--- config.mk ---
export PLATFORM = sky130hd
export DESIGN_NAME = tl_dwell_fsm
export DESIGN_NICKNAME = d
export VERILOG_FILES = /design/src/rtl/tl_pkg.sv /design/src/rtl/tl_dwell_cntr.sv /design/src/rtl/tl_dwell_fsm.sv
export SDC_FILE = /design/constraint.sdc
export NUM_CORES = 1
export LEC_CHECK = 0
export CORE_MARGIN = 1.5
export CORE_UTILIZATION = 45
export CTS_BUF_LIST = sky130_fd_sc_hd__clkbuf_2 sky130_fd_sc_hd__clkbuf_4 sky130_fd_sc_hd__clkbuf_8
export DETAILED_ROUTE_END_ITERATION = 6
export PLACE_DENSITY = 0.69
export SETUP_SLACK_MARGIN = 0.2
export SLEW_MARGIN = 20
export SYNTH_ARGS = -nofsm -noshare
export SYNTH_HDL_FRONTEND = slang
export SYNTH_SLANG_ARGS = --single-unit
--- constraint.sdc ---
create_clock -name clk -period 2.6 [get_ports clk]
set_input_delay 0.52 -clock clk [delete_from_list [all_inputs] [get_ports clk]]
set_output_delay 0.52 -clock clk [all_outputs]
set_load 0.005 [all_outputs]
--- src/rtl/tl_pkg.sv ---
// Shared state and light encodings for the two-road traffic-light controller.
package tl_pkg;

    localparam int CODE_W = 2;

    typedef enum logic [CODE_W-1:0] {
        S0 = 2'b00,
        S1 = 2'b01,
        S2 = 2'b10,
        S3 = 2'b11
    } state_t;

    localparam logic [CODE_W-1:0] GREEN  = 2'b00;
    localparam logic [CODE_W-1:0] YELLOW = 2'b01;
    localparam logic [CODE_W-1:0] RED    = 2'b10;

endpackage

--- src/rtl/tl_dwell_cntr.sv ---
// Saturating dwell counter: synchronous clear wins over enable, never wraps.
module tl_dwell_cntr #(
    parameter int CNT_W = 8
) (
    input  logic             clk,
    input  logic             reset,
    input  logic             en,
    input  logic             clr,
    output logic [CNT_W-1:0] cnt
);

    localparam logic [CNT_W-1:0] CNT_MAX = '1;

    always_ff @(posedge clk or posedge reset) begin
        if (reset) begin
            cnt <= '0;
        end else if (clr) begin
            cnt <= '0;
        end else if (en && (cnt != CNT_MAX)) begin
            cnt <= cnt + 1'b1;
        end
    end

endmodule

--- src/rtl/tl_dwell_fsm.sv ---
// Moore traffic-light FSM: sensor-gated greens with a max-green hand-over,
// fixed yellow dwell, light decode and a registered state-change pulse.
module tl_dwell_fsm
    import tl_pkg::*;
#(
    parameter int CNT_W   = 8,
    parameter int GRN_MIN = 10,
    parameter int GRN_MAX = 40,
    parameter int YEL_CYC = 4
) (
    input  logic              clk,
    input  logic              reset,
    input  logic              en,
    input  logic              ta,
    input  logic              tb,
    output logic [CODE_W-1:0] state,
    output logic [CODE_W-1:0] la,
    output logic [CODE_W-1:0] lb,
    output logic              chg
);

    // Thresholds are expressed as "last cnt value of the dwell" since cnt starts at 0.
    localparam logic [CNT_W-1:0] GMIN_LAST = CNT_W'(GRN_MIN - 1);
    localparam logic [CNT_W-1:0] GMAX_LAST = CNT_W'(GRN_MAX - 1);
    localparam logic [CNT_W-1:0] YEL_LAST  = CNT_W'(YEL_CYC - 1);

    state_t           state_q;
    state_t           state_d;
    logic             change;
    logic [CNT_W-1:0] cnt;

    tl_dwell_cntr #(
        .CNT_W(CNT_W)
    ) u_cntr (
        .clk  (clk),
        .reset(reset),
        .en   (en),
        .clr  (change),
        .cnt  (cnt)
    );

    always_ff @(posedge clk or posedge reset) begin
        if (reset) begin
            state_q <= S0;
            chg     <= 1'b0;
        end else begin
            state_q <= state_d;
            chg     <= change;
        end
    end

    always_comb begin
        state_d = state_q;
        if (en) begin
            case (state_q)
                S0: if ((!ta && cnt >= GMIN_LAST) || (tb && cnt >= GMAX_LAST)) state_d = S1;
                S1: if (cnt == YEL_LAST) state_d = S2;
                S2: if ((!tb && cnt >= GMIN_LAST) || (ta && cnt >= GMAX_LAST)) state_d = S3;
                S3: if (cnt == YEL_LAST) state_d = S0;
                default: state_d = S0;
            endcase
        end
    end

    // Next state only differs from current when en=1, so a frozen cycle yields chg=0.
    assign change = (state_d != state_q);

    always_comb begin
        la = RED;
        lb = RED;
        case (state_q)
            S0: la = GREEN;
            S1: la = YELLOW;
            S2: lb = GREEN;
            S3: lb = YELLOW;
            default: begin
                la = RED;
                lb = RED;
            end
        endcase
    end

    assign state = state_q;

endmodule
==> flow_summary.ini, run 1 <==
[die]
die_area_mm2 = 0.00184
num_rows = 14
start_util_pct = 48.0
core_area_mm2 = 0.00149
ios = 12
die_x_um = 42.8
die_h_um = 42.8

[sta]
hold_violations = 0
fmax_mhz = 467
period_minus_slack_ns = 2.14
setup_ws_ns = 0.458
worst_pin_slew_ns = 0.538
setup_viol = 0
slew_headroom_pct = 63.8
slew_violations = 0
finalSetupTns_ns = 0
holdWs_ns = 0.533
rsz0062_at_grt = false
fin_crit_sh_pct = 82.4
fin_skew_ns = 0.00266

[synth]
synth_top_family_by_area = simple AND/OR/NAND/NOR gates
synth_xor_area_share_pct = 7.36
synth_area_um2 = 714
synthAdderAreaFrac_pct = 5.25
synth.avg_cell_area_um2 = 9.16
synthMuxAreaShare_pct = 2.98
ys_seq_area_share_pct = 38.5
synth_top_flop_cell = dfrtp_1
synth_top_area_share_pct = 38.5
synthDistinctLibCells = 28
synth-edff-count = 0
yosysMostFrequentCell = nor2_1
synth_top_area_cell = dfrtp_1
synth_compound_area_share_pct = 14.5
async_flop_share_pct = 100
synth-simple-area-share_pct = 25.0
ys_seq_elements = 11
synth_area_leaders = dfrtp_1 (39%), nor2_1 (8.4%), xnor2_1 (6.1%), ha_1 (5.3%), a221oi_2 (4.2%)
ys_warn_count = 0
synth_fp_nets = 86
synthTopCellsByCount = nor2_1 (16), dfrtp_1 (11), inv_1 (8)
syn_inst = 78

[layout]
fin_nets = 100
drive_above_1_share_pct = 11.0
num-fill-cells = 143
antenna_cells = 0
area_growth_pct = 20.3
multi_input_area_um2 = 394
register_area_um2 = 275

[clocking]
cts_setup_buffers = 0
clk_pin_slew_ns = 0.07
cts_resized = 0
clock_latency_ns = 0.27
cts_hold_buf = 0
cts_num_sinks = 11
root_buffer = clkbuf_4
cts_tree = done
clockBufferDepth = 2
cts_buffers = 3
htree_levels = 1

[drt]
post_drt_via_cell_ratio = 5.66
drt_first_pass_iters = 4
drtIter0Drc = 16
wl_per_cell_um = 13.2
drtAntennaViolNets = 0
wl_um = 1410
vias = 606
drc = 0

[global_route]
grt-ovfl-total = 0
first_global_vias = 543
antenna_found_initial = 0
grt_max_degree = 12
grt_use_total_pct = 18.9
grt_pass1_wl_um = 2500

[worst_setup_path]
max_stage_delay_ns = 0.44
arrival_ns = 2.29
end_kind = register
crit_required_ns = 2.75
worstPathMaxFanout = 9
critical_path_class = register to register
startpoint_type = register
slowest_stage = dfrtp_1
cp_common_cell = a211o_1
cp_cell_sequence = ha_1 -> a211o_1 -> a211o_1 -> a221oi_2 -> nor4b_4 -> nand2b_1

[power]
power_density_mw_per_mm2 = 910
peakVddDrop_mv = 0.504
p_leak_nw = 0.397

[placement]
pre_cts_ws_ns = 0.456
gp_congestion = 0.781
numPortBuffers = 11
hpwl_um = 1100

[run]
drv_cap = 0

[run_status]
status = complete, no violations

[worst_hold_path]
hold_class = primary input to async pin
-- layout by cell type (no fill, tap or decap), drive strengths merged --
master,count
clkbuf,4
nand2b,2
xor2,1
nor3b,1
inv,8
nand2,6
nor4,1
nor3,1
xnor2,5
a211o,2
a221oi,2
nand3,4
o2111ai,2
o211a,1
ha,3
a21boi,1
clkdlybuf4s50,11
and4,1
or2,1
o21ai,2
mux2i,1
o211ai,1
nor4b,1
nor2,16
nand4,1
mux2,1
dfrtp,11
-- metrics by stage --
step	instance area [um^2]	cells	utilization [%]	power (mW)
3_3_place_gp	830	103	55.7	0.654
4_1_cts	860	107	57.7	0.794
2_1_floorplan	714	78	-	0.514
3_5_place_dp	830	103	55.7	0.663
5_1_grt	860	107	57.7	0.856
6_report	860	107	57.7	0.782
-- kinds of logic (layout without fill, tap and decap cells) --
kind of cell               count (synthesis)  after routing
buffers and inverters                     10             23
AOI/OAI and AO/OA                         11             11
and+or+nand+nor                           35             35
muxes                                      2              2
xor gates and xnor gates                   6              6
adders and majority gates                  3              3
DFF                                       11             11
-- where the power goes --
group	total, mW	internal (mW)	switching [mW]
clock network	0.126	0.0699	0.0558
logic	0.351	0.202	0.149
registers	0.305	0.224	0.0818
total	0.782	0.496	0.287
-- worst max-delay path: cells and delay by family (launching register included) --
family,cells,cell delay (ns)
AOI/OAI and AO/OA,3,1.00
adders and majority gates,1,0.28
DFF,1,0.44
and+or+nand+nor,2,0.30
-- flip-flops by register name (all words and copies together), names as in the netlist --
register    flops
state           2
chg             1
u_cntr.cnt      8
-- layout make-up --
| class | count | area share (%) |
|---|---|---|
| sequential | 11 | 32.0 |
| tap | 16 | 2.33 |
| multi-input combinational | 57 | 45.9 |
| timing repair buffer | 11 | 12.8 |
| inverter | 8 | 3.49 |
| clock buffer | 4 | 3.49 |
-- final timing paths --
| check | start | endpoint | slack (ns) | depth (start not counted) |
|---|---|---|---|---|
| worst max-delay path | u_cntr.cnt[0] | chg | 0.46 | 6 |
| worst min-delay path | reset | u_cntr.cnt[6] | 0.53 | 2 |
| worst max register to register | u_cntr.cnt[0] | chg | 0.46 | 6 |
| worst min register to register | state[1] | state[1] | 0.57 | 1 |
| max in group asynchronous | reset | u_cntr.cnt[0] | 1.78 | 2 |
| min in group clk | state[1] | state[1] | 0.57 | 1 |
-- layer usage --
metal | part of all wire [%] | up-vias | global-route usage [%]
met5 | 0 | - | 0
met4 | 1.7 | 0 | 9.38
li1 | - | 290 | -
met2 | 46 | 14 | 28.2
met1 | 48 | 298 | 25.9
met3 | 3.8 | 4 | 3.83
Power figures use the tool's default switching activity.
==> run 2: changes to the inputs <==
- clock period: 2.6 -> 2.2 ns (I/O delays scaled with it)
==> flow_summary.ini, run 2 (same netlist as run 1, synthesis figures left out) <==
[run_status]
status = complete, no violations

[layout]
multi_input_area_um2 = 434
largest_reg_flops = 8
num-fill-cells = 123
area_growth_pct = 28.2
final_cell_mix = nor2_1 (16), clkdlybuf4s50_1 (11), dfrtp_1 (10)
register_area_um2 = 277
final_area_um2 = 916
final_util_pct = 61.5
final_cells = 110
fin_nets = 103
regMostFlops = u_cntr.cnt
final_common_cell = nor2_1
drive_above_1_share_pct = 16.0
antenna_cells = 0

[global_route]
grt_pass1_wl_um = 2530
antenna_found_initial = 0
grt-ovfl-total = 0
first_global_vias = 548
grt_use_total_pct = 19.0
grt_max_degree = 12

[sta]
setup_viol = 0
fin_skew_ns = 0.00628
finalSetupTns_ns = 0
slew_violations = 0
period_minus_slack_ns = 2.00
fin_crit_sh_pct = 91.1
fmax_mhz = 499
slew_headroom_pct = 61.8
worst_pin_slew_ns = 0.568
rsz0062_at_grt = true
hold_violations = 0

[drt]
vias = 640
post_drt_via_cell_ratio = 5.82
drtIter0Drc = 32
drc = 0
drtAntennaViolNets = 0
wl_per_cell_um = 15.0
drt_first_pass_iters = 4
wl_um = 1650

[worst_setup_path]
arrival_ns = 2.18
startpoint_type = register
end_kind = register
worstPathMaxFanout = 4
critical_path_class = register to register
crit_required_ns = 2.38

[die]
die_h_um = 42.8
die_x_um = 42.8
start_util_pct = 48.0
num_rows = 14
die_area_mm2 = 0.00184
ios = 12
core_area_mm2 = 0.00149

[placement]
dpl.cell_count = 104
placed_cell_area_um2 = 837
hpwl_um = 1130
numPortBuffers = 11
gp_congestion = 0.813

[power]
peakVddDrop_mv = 0.693
p_leak_nw = 0.407
power_density_mw_per_mm2 = 1080

[clocking]
clk_pin_slew_ns = 0.07
cts_tree = done
cts_buffers = 3
clockBufferDepth = 2
htree_levels = 1
root_buffer = clkbuf_4
cts_num_sinks = 11
clock_latency_ns = 0.27

[worst_hold_path]
hold_class = primary input to async pin

[run]
drv_cap = 0
==> run 2: area by class of cell <==
class | count | area share [%]
well taps | 16 | 2.19
inverters | 8 | 3.28
flip-flops and latches | 11 | 30.2
multi-input cells | 58 | 47.4
clock buffers | 4 | 3.28
repair buffers | 13 | 13.7
==> run 2: critical path: stages (launching register included) <==
cell	delay (ns)
dfrtp_1	0.41
ha_2	0.21
a211o_1	0.25
a211o_1	0.33
a221oi_4	0.40
nor4b_2	0.13
nor2_1	0.18
==> run 2: power by group <==
group	leakage (nW)	internal, mW	switching, mW
Sequential	0.141	0.266	0.0800
Clock	0.0184	0.0824	0.0619
Combinational	0.247	0.269	0.229
==> run 2: final timing paths <==
kind                       slack (ns)  cells after the start     startpoint       endpoint
min in group clk                 0.59                      1       state[1]       state[1]
max                              0.20                      6  u_cntr.cnt[1]  u_cntr.cnt[0]
max reg2reg                      0.20                      6  u_cntr.cnt[1]  u_cntr.cnt[0]
min reg2reg                      0.59                      1       state[1]       state[1]
max in group asynchronous        1.42                      2          reset       state[0]
min                              0.46                      2          reset            chg
==> run 2: layer usage <==
metal	vias up	GRT usage (%)	wire, um
li1	301	-	-
met5	-	0	0
met1	304	29.5	731
met3	11	1.28	69
met4	0	11.3	65
met2	24	25.2	783
==> run 2: stage by stage <==
step / worst slack [ns] / hold WS [ns] / total power, mW
final: 0.195 / 0.461 / 0.988
after global placement: 0.168 / 0.581 / 0.784
after CTS: 0.203 / 0.471 / 0.969
after global routing: 0.0700 / 0.523 / 1.06
after detailed placement: 0.0913 / 0.584 / 0.791
after floorplan: 0.228 / 0.292 / 0.607
==> run 2: what timing repair did <==
action	in CTS	in global routing
hold buffers	0	0
setup endpoints to repair	10	3
pin swaps	3	0
resized for setup	2	2
hold endpoints to repair	0	0
setup buffers	1	0
gates cloned	0	1
==> run 3: changes to the inputs <==
- CORE_UTILIZATION: 45 -> 40
- CTS_BUF_LIST: sky130_fd_sc_hd__clkbuf_2 sky130_fd_sc_hd__clkbuf_4 sky130_fd_sc_hd__clkbuf_8 -> sky130_fd_sc_hd__clkbuf_16
- PLACE_DENSITY: 0.69 -> default
==> flow_summary.ini, run 3 (same netlist as run 1, synthesis figures left out) <==
[sta]
rsz0062_at_grt = true
slew_headroom_pct = 61.9
hold_violations = 0
setup_viol = 0
setup_ws_ns = 0.215
period_minus_slack_ns = 1.98
holdWs_ns = 0.492
slew_violations = 0
fmax_mhz = 504
fin_crit_sh_pct = 90.2
worst_pin_slew_ns = 0.570
finalSetupTns_ns = 0
fin_skew_ns = 0.00267

[placement]
pre_cts_ws_ns = 0.0619
gp_congestion = 0.752
placed_cell_area_um2 = 848
dpl.cell_count = 113
numPortBuffers = 11
hpwl_um = 1060

[global_route]
antenna_found_initial = 0
grt_use_total_pct = 16.7
grt_max_degree = 12
first_global_vias = 517
grt-ovfl-total = 0
grt_pass1_wl_um = 2420

[drt]
drt_first_pass_iters = 4
drc = 0
drtAntennaViolNets = 0
drtIter0Drc = 15
wl_um = 1480
wl_per_cell_um = 12.3
vias = 591
post_drt_via_cell_ratio = 4.93

[die]
die_h_um = 45.3
start_util_pct = 41.8
core_area_mm2 = 0.00171
ios = 12
die_x_um = 45.3
die_area_mm2 = 0.00205
num_rows = 15

[layout]
final_cells = 120
final_cell_mix = nor2_1 (16), clkdlybuf4s50_1 (11), dfrtp_1 (10)
fin_nets = 104
final_area_mm2 = 0.00100
drive_above_1_share_pct = 17.9
area_growth_pct = 40.1
final_util_pct = 58.6
regMostFlops = u_cntr.cnt
antenna_cells = 0
largest_reg_flops = 8
final_common_cell = nor2_1

[clocking]
cts_hold_buf = 0
cts_tree = done
cts_buffers = 3
root_buffer = clkbuf_16
clockBufferDepth = 2
cts_num_sinks = 11
htree_levels = 1
clock_latency_ns = 0.24
clk_pin_slew_ns = 0.04

[worst_setup_path]
end_kind = register
r2r_slack_ns = 0.22
arrival_ns = 2.08
worstPathMaxFanout = 4
crit_required_ns = 2.30
startpoint_type = register
critical_path_class = register to register

[worst_hold_path]
hold_class = primary input to async pin

[power]
p_leak_nw = 0.435
total_power_mw = 1.19
power_density_mw_per_mm2 = 1190
peakVddDrop_mv = 0.615

[run]
drv_cap = 0

[run_status]
status = complete, no violations
[run 3: cell types whose count changed in the layout (fill, tap and decap cells not counted)]
| cell | before | now |
|---|---|---|
| ha_2 | 1 | 0 |
| nor4_2 | 0 | 1 |
| clkbuf_16 | 0 | 3 |
| ha_4 | 0 | 1 |
| nor4_1 | 1 | 0 |
| buf_4 | 2 | 3 |
| clkinv_2 | 0 | 1 |
| clkbuf_4 | 4 | 0 |
[run 3: power by group]
| group | internal (mW) | total, mW | switching (mW) |
|---|---|---|---|
| Combinational | 0.285 | 0.505 | 0.221 |
| Clock | 0.241 | 0.332 | 0.0914 |
| Sequential | 0.267 | 0.353 | 0.0861 |
[run 3: cell type report]
type	instances	area, um^2
timing repair buffer	14	133
tap	25	31.3
multi-input combinational	58	450
fill	156	707
clock inverter	1	5.00
clock buffer	3	75.1
sequential	11	277
inverter	8	30.0
[run 3: worst paths after layout]
check,start,endpoint,cells past startpoint
setup / recovery,u_cntr.cnt[0],u_cntr.cnt[6],7
hold / removal,reset,u_cntr.cnt[5],2
setup reg to reg,u_cntr.cnt[0],u_cntr.cnt[6],7
hold reg to reg,state[1],state[1],1
max in group asynchronous,reset,u_cntr.cnt[1],2
min in group clk,state[1],state[1],1
[run 3: repair_timing]
item | 4_1_cts | 5_1_grt
gates resized for setup | 3 | 3
setup endpoints to repair | 10 | 10
buffers inserted | 1 | 1
pin swaps | 3 | 1
gates cloned | 0 | 1
[run 3: per-layer routing]
| layer | track usage [%] | wire [um] | up-vias |
|---|---|---|---|
| li1 | - | - | 304 |
| met1 | 23.9 | 744 | 280 |
| met2 | 24.3 | 687 | 7 |
| met3 | 7.20 | 48 | 0 |
| met4 | 1.76 | 0 | 0 |
| met5 | 0 | 0 | - |
[run 3: critical path: stages (launching register included)]
cell	delay, ns
dfrtp_1	0.40
buf_4	0.16
inv_1	0.04
ha_1	0.20
a21boi_2	0.26
a221oi_4	0.12
nor4b_2	0.56
nor2_1	0.11
